==> src/rtl/alu_ctrl_flagpipe.sv <==
// alu_ctrl_flagpipe: pipelined ALU control decoder owning the carry/zero flags,
// with a per-flag pending scoreboard that stalls conditional ops behind older writers.
module alu_ctrl_flagpipe #(
  parameter int OPW          = 4,
  parameter int FNW          = 2,
  parameter int CTLW         = 2,
  parameter int MAX_INFLIGHT = 4
) (
  input  logic            clk,
  input  logic            reset_n,
  input  logic            in_valid,
  output logic            in_ready,
  input  logic [OPW-1:0]  alu_op,
  input  logic [FNW-1:0]  func,
  input  logic            out_ready,
  output logic            out_valid,
  output logic [CTLW-1:0] alu_ctrl,
  output logic            out_wr_c,
  output logic            out_wr_z,
  input  logic            flag_wb_c,
  input  logic            c_val,
  input  logic            flag_wb_z,
  input  logic            z_val,
  input  logic            flush,
  output logic            carry_q,
  output logic            zero_q,
  output logic            err_underflow
);
  localparam int CW = $clog2(MAX_INFLIGHT + 1);
  logic [CW-1:0]   pend_c, pend_z;
  logic [1:0]      f;
  logic [CTLW-1:0] ctl;
  logic legal, is_add, is_adc, is_adz, is_ndu, is_ndc, is_ndz;
  logic may_wc, may_wz, hazard, accept, do_add, do_nand, wc, wz, inc_c, inc_z;
  assign f      = func[1:0];
  assign legal  = (func >> 2) == '0;
  assign is_add = legal & ((alu_op == OPW'(0)) | (alu_op == OPW'(1) & (f == 2'd0 | f == 2'd3)));
  assign is_adc = legal & alu_op == OPW'(1) & f == 2'd2;
  assign is_adz = legal & alu_op == OPW'(1) & f == 2'd1;
  assign is_ndu = legal & alu_op == OPW'(2) & f == 2'd0;
  assign is_ndc = legal & alu_op == OPW'(2) & f == 2'd2;
  assign is_ndz = legal & alu_op == OPW'(2) & f == 2'd1;
  // Conditionals count as potential writers so a full counter can never overflow.
  assign may_wc = is_add | is_adc | is_adz;
  assign may_wz = may_wc | is_ndu | is_ndc | is_ndz;
  assign hazard = ((is_adc | is_ndc) & pend_c != '0) | ((is_adz | is_ndz) & pend_z != '0) |
                  (may_wc & pend_c == CW'(MAX_INFLIGHT)) | (may_wz & pend_z == CW'(MAX_INFLIGHT));
  assign in_ready = (!out_valid | out_ready) & !hazard & !flush;
  assign accept   = in_valid & in_ready;
  assign do_add   = is_add | (is_adc & carry_q) | (is_adz & zero_q);
  assign do_nand  = is_ndu | (is_ndc & carry_q) | (is_ndz & zero_q);
  assign ctl      = do_add ? CTLW'(0) : do_nand ? CTLW'(1) : CTLW'(2);
  assign wc       = do_add;
  assign wz       = do_add | do_nand;
  assign inc_c    = accept & wc;
  assign inc_z    = accept & wz;
  always_ff @(posedge clk or negedge reset_n) begin
    if (!reset_n) begin
      out_valid     <= 1'b0;
      alu_ctrl      <= CTLW'(2);
      out_wr_c      <= 1'b0;
      out_wr_z      <= 1'b0;
      carry_q       <= 1'b0;
      zero_q        <= 1'b0;
      pend_c        <= '0;
      pend_z        <= '0;
      err_underflow <= 1'b0;
    end else begin
      if (flag_wb_c) carry_q <= c_val;
      if (flag_wb_z) zero_q <= z_val;
      if (flush) begin
        out_valid <= 1'b0;
        pend_c    <= '0;
        pend_z    <= '0;
      end else begin
        if (accept) begin
          out_valid <= 1'b1;
          alu_ctrl  <= ctl;
          out_wr_c  <= wc;
          out_wr_z  <= wz;
        end else if (out_ready) out_valid <= 1'b0;
        if (inc_c & !flag_wb_c) pend_c <= pend_c + CW'(1);
        else if (!inc_c & flag_wb_c) begin
          if (pend_c == '0) err_underflow <= 1'b1;
          else pend_c <= pend_c - CW'(1);
        end
        if (inc_z & !flag_wb_z) pend_z <= pend_z + CW'(1);
        else if (!inc_z & flag_wb_z) begin
          if (pend_z == '0) err_underflow <= 1'b1;
          else pend_z <= pend_z - CW'(1);
        end
      end
    end
  end
endmodule

==> config.mk <==
export PLATFORM = sky130hd
export DESIGN_NAME = alu_ctrl_flagpipe
export DESIGN_NICKNAME = d
export VERILOG_FILES = /design/src/rtl/alu_ctrl_flagpipe.sv
export SDC_FILE = /design/constraint.sdc
export NUM_CORES = 1
export LEC_CHECK = 0
export CAP_MARGIN = 15
export CORE_UTILIZATION = 28
export DETAILED_ROUTE_END_ITERATION = 6
export HOLD_SLACK_MARGIN = 0.08
export PLACE_DENSITY = 0.55
export RECOVER_POWER = 25
export REMOVE_ABC_BUFFERS = 1
export SLEW_MARGIN = 20
export SYNTH_ARGS = -nofsm -noshare
export SYNTH_HDL_FRONTEND = slang
export SYNTH_SLANG_ARGS = --single-unit
==> constraint.sdc <==
create_clock -name clk -period 5.38 [get_ports clk]
set_input_delay 1.076 -clock clk [delete_from_list [all_inputs] [get_ports clk]]
set_output_delay 1.076 -clock clk [all_outputs]
set_load 0.005 [all_outputs]
---- Word level (Yosys, flattened, before mapping) ----
Cells that the tools add are included.
storage, ports and cells
  register bits ........................... 14
  bits of input ports ..................... 15
  output and inout port bits .............. 9
  logic and storage cells ................. 102
cells by class
  add/sub/neg operators ................... 4
  equal/unequal tests ..................... 9
  mux-type cells .......................... 19
  bitwise logic cells ..................... 42
  reductions and logical operators ........ 19
operators with widths
  operator                                                               count
  3-bit 2-to-1 mux                                                       8
  1-bit bitwise AND                                                      23
  1-bit bitwise OR                                                       18
  3-bit nonzero test                                                     5
  1-bit 2-to-1 mux                                                       9
  1-bit zero test                                                        7
  3-bit by 1-bit adder with 3-bit output, second input constant          2
  3-bit equality test, second input constant                             2
  3-bit zero test                                                        2
  3-bit != test, second input constant                                   2
  2-bit AND reduction                                                    3
  3-bit by 1-bit subtractor with 3-bit output, second input constant     2
  2-bit equality test, second input constant                             2
  4-bit by 1-bit equality test with 1-bit output, second input constant  1
  4-bit by 2-bit equality test with 1-bit output, second input constant  1
  4-bit zero test                                                        1
  2-bit 2-to-1 mux                                                       2
  2-bit by 1-bit equality test with 1-bit output, second input constant  1
  2-bit zero test                                                        1
  1-bit inverter                                                         1

---- Longest topological paths before layout ----
Gate-level depths: netlist (run 1).
  depth in word-level cells ............... 23
  mapped depth ............................ 13
  mapped depth without buffers ............ 13

---- Worst setup path before layout (run 1) ----
Ideal clock, no wire load.
  kind .................................... input port to output port
  start point ............................. input port func[1]
  end point ............................... output port in_ready
  arrival ................................. 2.314 ns
  required time ........................... 4.304 ns
  slack ................................... 1.990 ns
  stages on the path ...................... 6
  buffers on the path ..................... 0
  path through ............................ inv_1 -> ha_1 -> or3_1 -> a32oi_2 -> o21ai_0 -> nor3_1
on the way
  cells in the longest elaborated chain, start to end .. 14
  elaborated cells on any way between the ends .. 29
  classes of those cells .................. 3 x eq/ne; 24 x bitwise; 2 x reduce/logical
RTL lines
  what                                                           RTL line  RTL
  start: declaration                                             14        input logic [FNW-1:0] func,
  2-bit equality test / 2-bit zero test (equally long branches)  37, 40
  1-bit bitwise OR                                               37        assign is_add = legal & ((alu_op == OPW'(0)) | (alu_op == OPW'(1) & (f == 2'd0 | f == 2'd3)));
  1-bit bitwise AND                                              37
  1-bit bitwise OR                                               37
  1-bit bitwise OR (2 in series)                                 44        assign may_wc = is_add | is_adc | is_adz;
  1-bit bitwise OR (3 in series)                                 45        assign may_wz = may_wc | is_ndu | is_ndc | is_ndz;
  1-bit bitwise AND                                              47        (may_wc & pend_c == CW'(MAX_INFLIGHT)) | (may_wz & pend_z == CW'(MAX_INFLIGHT));
  1-bit bitwise OR (*)                                           47
  1-bit zero test (*)                                            48        assign in_ready = (!out_valid | out_ready) & !hazard & !flush;
  1-bit bitwise AND (*) (2 in series)                            48
  end: declaration                                               12        output logic in_ready,
Mark *: on every way between the ends. The rest lies on a longest branch, timed or not.

---- Worst setup path after layout (run 1) ----
Ends and elaborated chain as after synthesis.

==> results of run 1 <==
-- layout make-up --
type	instances	area, um2
clock buffer	4	45.04
multi-input combinational	83	641.9
fill	343	2082
sequential	14	351.6
inverter	9	33.78
timing repair buffer	23	230.2
tap	46	57.56
-- sequential cells by signal (all words and copies together), names as in the netlist --
name / cells
out_wr_c: 1
carry_q: 1
pend_z: 3
zero_q: 1
pend_c: 3
err_underflow: 1
out_wr_z: 1
out_valid: 1
alu_ctrl: 2
-- metal layers --
| layer | vias to the layer above | routed length, um |
|---|---|---|
| met5 | - | 0 |
| met4 | 0 | 14 |
| met3 | 2 | 83 |
| met2 | 17 | 1123 |
| met1 | 420 | 1032 |
| li1 | 443 | - |
-- worst max-delay path, cell delays in order --
cell,delay (ps)
clkdlybuf4s50_1,480
inv_1,60
ha_1,230
or3_1,400
a32oi_2,280
o21ai_0,170
nor3_1,190
clkdlybuf4s50_1,530
-- synth_stat cells (2+ instances only) --
| cell | n | share of area |
|---|---|---|
| nor2_1 | 16 | 0.058 |
| dfrtp_1 | 13 | 0.31 |
| inv_1 | 9 | 0.033 |
| nand2_1 | 7 | 0.025 |
| a211oi_1 | 4 | 0.029 |
| a21oi_1 | 4 | 0.019 |
| nor3_1 | 4 | 0.019 |
| clkbuf_1 | 3 | 0.011 |
| ha_1 | 3 | 0.036 |
| mux2_2 | 3 | 0.033 |
| mux2i_1 | 3 | 0.029 |
| nor2b_1 | 3 | 0.018 |
| or3_1 | 3 | 0.018 |
| fa_1 | 2 | 0.039 |
| o211ai_4 | 2 | 0.041 |
| o21ai_0 | 2 | 0.0096 |
| xor2_1 | 2 | 0.017 |
-- through the flow --
stage	cells	setup WS, ps
6_report	179	894.4
5_1_grt	179	687.5
4_1_cts	179	884.1
3_5_place_dp	175	886.4
3_3_place_gp	175	911.2
2_1_floorplan	106	1990
-- power groups by stage --
stage / sequential (mW) / clock, mW / combinational, mW
after global routing: 0.173 / 0.0981 / 0.247
after CTS: 0.166 / 0.0919 / 0.217
after floorplan: 0.157 / 0 / 0.162
after detailed placement: 0.168 / 0 / 0.215
after global placement: 0.167 / 0 / 0.210
final: 0.166 / 0.0888 / 0.215
-- worst paths after layout --
check	from	endpoint	slack (ps)
setup / recovery	func[1]	in_ready	890
hold / removal	alu_ctrl[1]$_DFFE_PN1P_	alu_ctrl[1]$_DFFE_PN1P_	470
setup reg to reg	pend_z[1]$_DFFE_PN0P_	pend_z[2]$_DFFE_PN0P_	2740
hold reg to reg	alu_ctrl[1]$_DFFE_PN1P_	alu_ctrl[1]$_DFFE_PN1P_	470
max in group asynchronous	reset_n	pend_z[1]$_DFFE_PN0P_	3680
min in group asynchronous	reset_n	pend_z[2]$_DFFE_PN0P_	1290
-- kinds of logic (layout without fill, tap and decap cells) --
kind of cell,after synthesis,count (layout),synth area share
compound gates,24,24,0.2097
xor+xnor,3,3,0.02531
fa+ha+maj,5,5,0.07470
buf+inv,12,36,0.04337
flops,14,14,0.3386
mux,8,8,0.08674
simple gates,43,43,0.2217
==> metrics, run 1 <==
final hold slack=466.8 ps; Async SR Flop Fraction=1.000; antenna violations before repair=0; Hold Vio Cnt, Final=0; Pint=slightly below 300 uW; Ys Warns=0; Clock Skews=roughly 2.5 ps; H-Tree Depth=1; Clk pwr share=0.189; sw power=178.4 uW; clock buffer depth=2; CP Data Arrival Time=between 3000 and 4000 ps; RSZ-0062 raised after global routing=false; CTS buffer count=3; Worst R2R Path Depth=8; ys flop type=dfrtp_1; Pins Over Slew Limit=0; CTS tree=yes; most frequent cells in the layout=clkdlybuf4s50_1 (22), nor2_1 (16), dfrtp_1 (13), inv_1 (9), nand2_1 (7); Post-synth EDFFs=0; post_cts resized=0; routing usage on met2=0.2204; most common cell after layout, fill and taps aside=clkdlybuf4s50_1; nets=154; Core Rows=21; Die Wd=62.90 um; CTS Hold Bufs=0; sequential-to-total area share from yosys stat=0.3386; total wire length=2253 um; Routed Antenna Nets=0; initial DRC count=14; Max Clock Freq=222.9 MHz; busiest grt layer=met2; Final period util=0.8338; drt wl/cell=12.59 um; CP required=4300 ps; vias per cell=between 4 and 5; Worst VDD drop=between 0.0001 and 0.00015 V; Core ar.=3442 um2; chip height=62.90 um; cell area after placement=1315 um2; post-layout util=0.3951; Tightest Hold Check Type=flop to flop; Root Buffer=clkbuf_8; Clk Latency, worst-skew pair=240 ps; power share of the combinational group=0.458; power density over cell area=344.9 nW/um2; worst hold path depth=2; switch share=0.3804; Max Fanout on Critical Path=5; Initial Util=0.3017; status=completed; Post-Syn Instances=approximately 110; gp weighted congestion=0.8091; CTS sink count=14; clk slew on worst S/H paths=50 ps; Worst setup SP type=input port; pin count of the biggest net entering global routing=15; Reg power frac=0.353; met3 Usage GRT=0.04745; min cycle time layout=4486 ps; # diodes=0; drt first pass iters=4; Area Overhead vs Synth=30.96%; Crit. End Element=primary output; LEAKAGE=between 0.5 and 0.6 nW; Pwr Total=469.0 uW; synthesized cell area=1038 um2; via count=~900; Fin Setup TNS=0 ps; # IOs=24; Yosys reg bits=14; post-synth cell types=43; Port Buffers=23; Rel. slew slack=0.5770; Post-CTS Setup Repair Bufs=0; critical path class=input port to primary output; Setup-failing EPs final=0; vias in the first global route=888; layout cells sized above 1=0.1278; Post-DP HPWL=1822 um; GRT Total Usage=0.1316; first-pass GRT wire length=~4100 um; met1 GRT Util=0.1549; max-cap violations=0; final non-filler cell area=approximately 1400 um2; Worst Max-Slew Pin Slew=632.5 ps; Avg Inst Size Synth=9.527 um2; grt ovf=0; drc violations=0; Die Area=3956 um2
(Power assumes the default switching activity.)
==> run 2: changes to the inputs <==
- clock period: 5.38 -> 4.5 ns (I/O delays scaled with it)
==> results of run 2 <==
Same layout as run 1 (identical final DEF). Status: completed.
Among the figures that moved: setup slack after placement 886.4 ps -> 358.4 ps; setup slack after layout 894.4 ps -> 366.4 ps; register-to-register setup slack 2740 ps -> 1860 ps; total power 0.4690 mW -> 0.5608 mW; worst IR drop on VDD 0.0001315 V -> 0.0001572 V
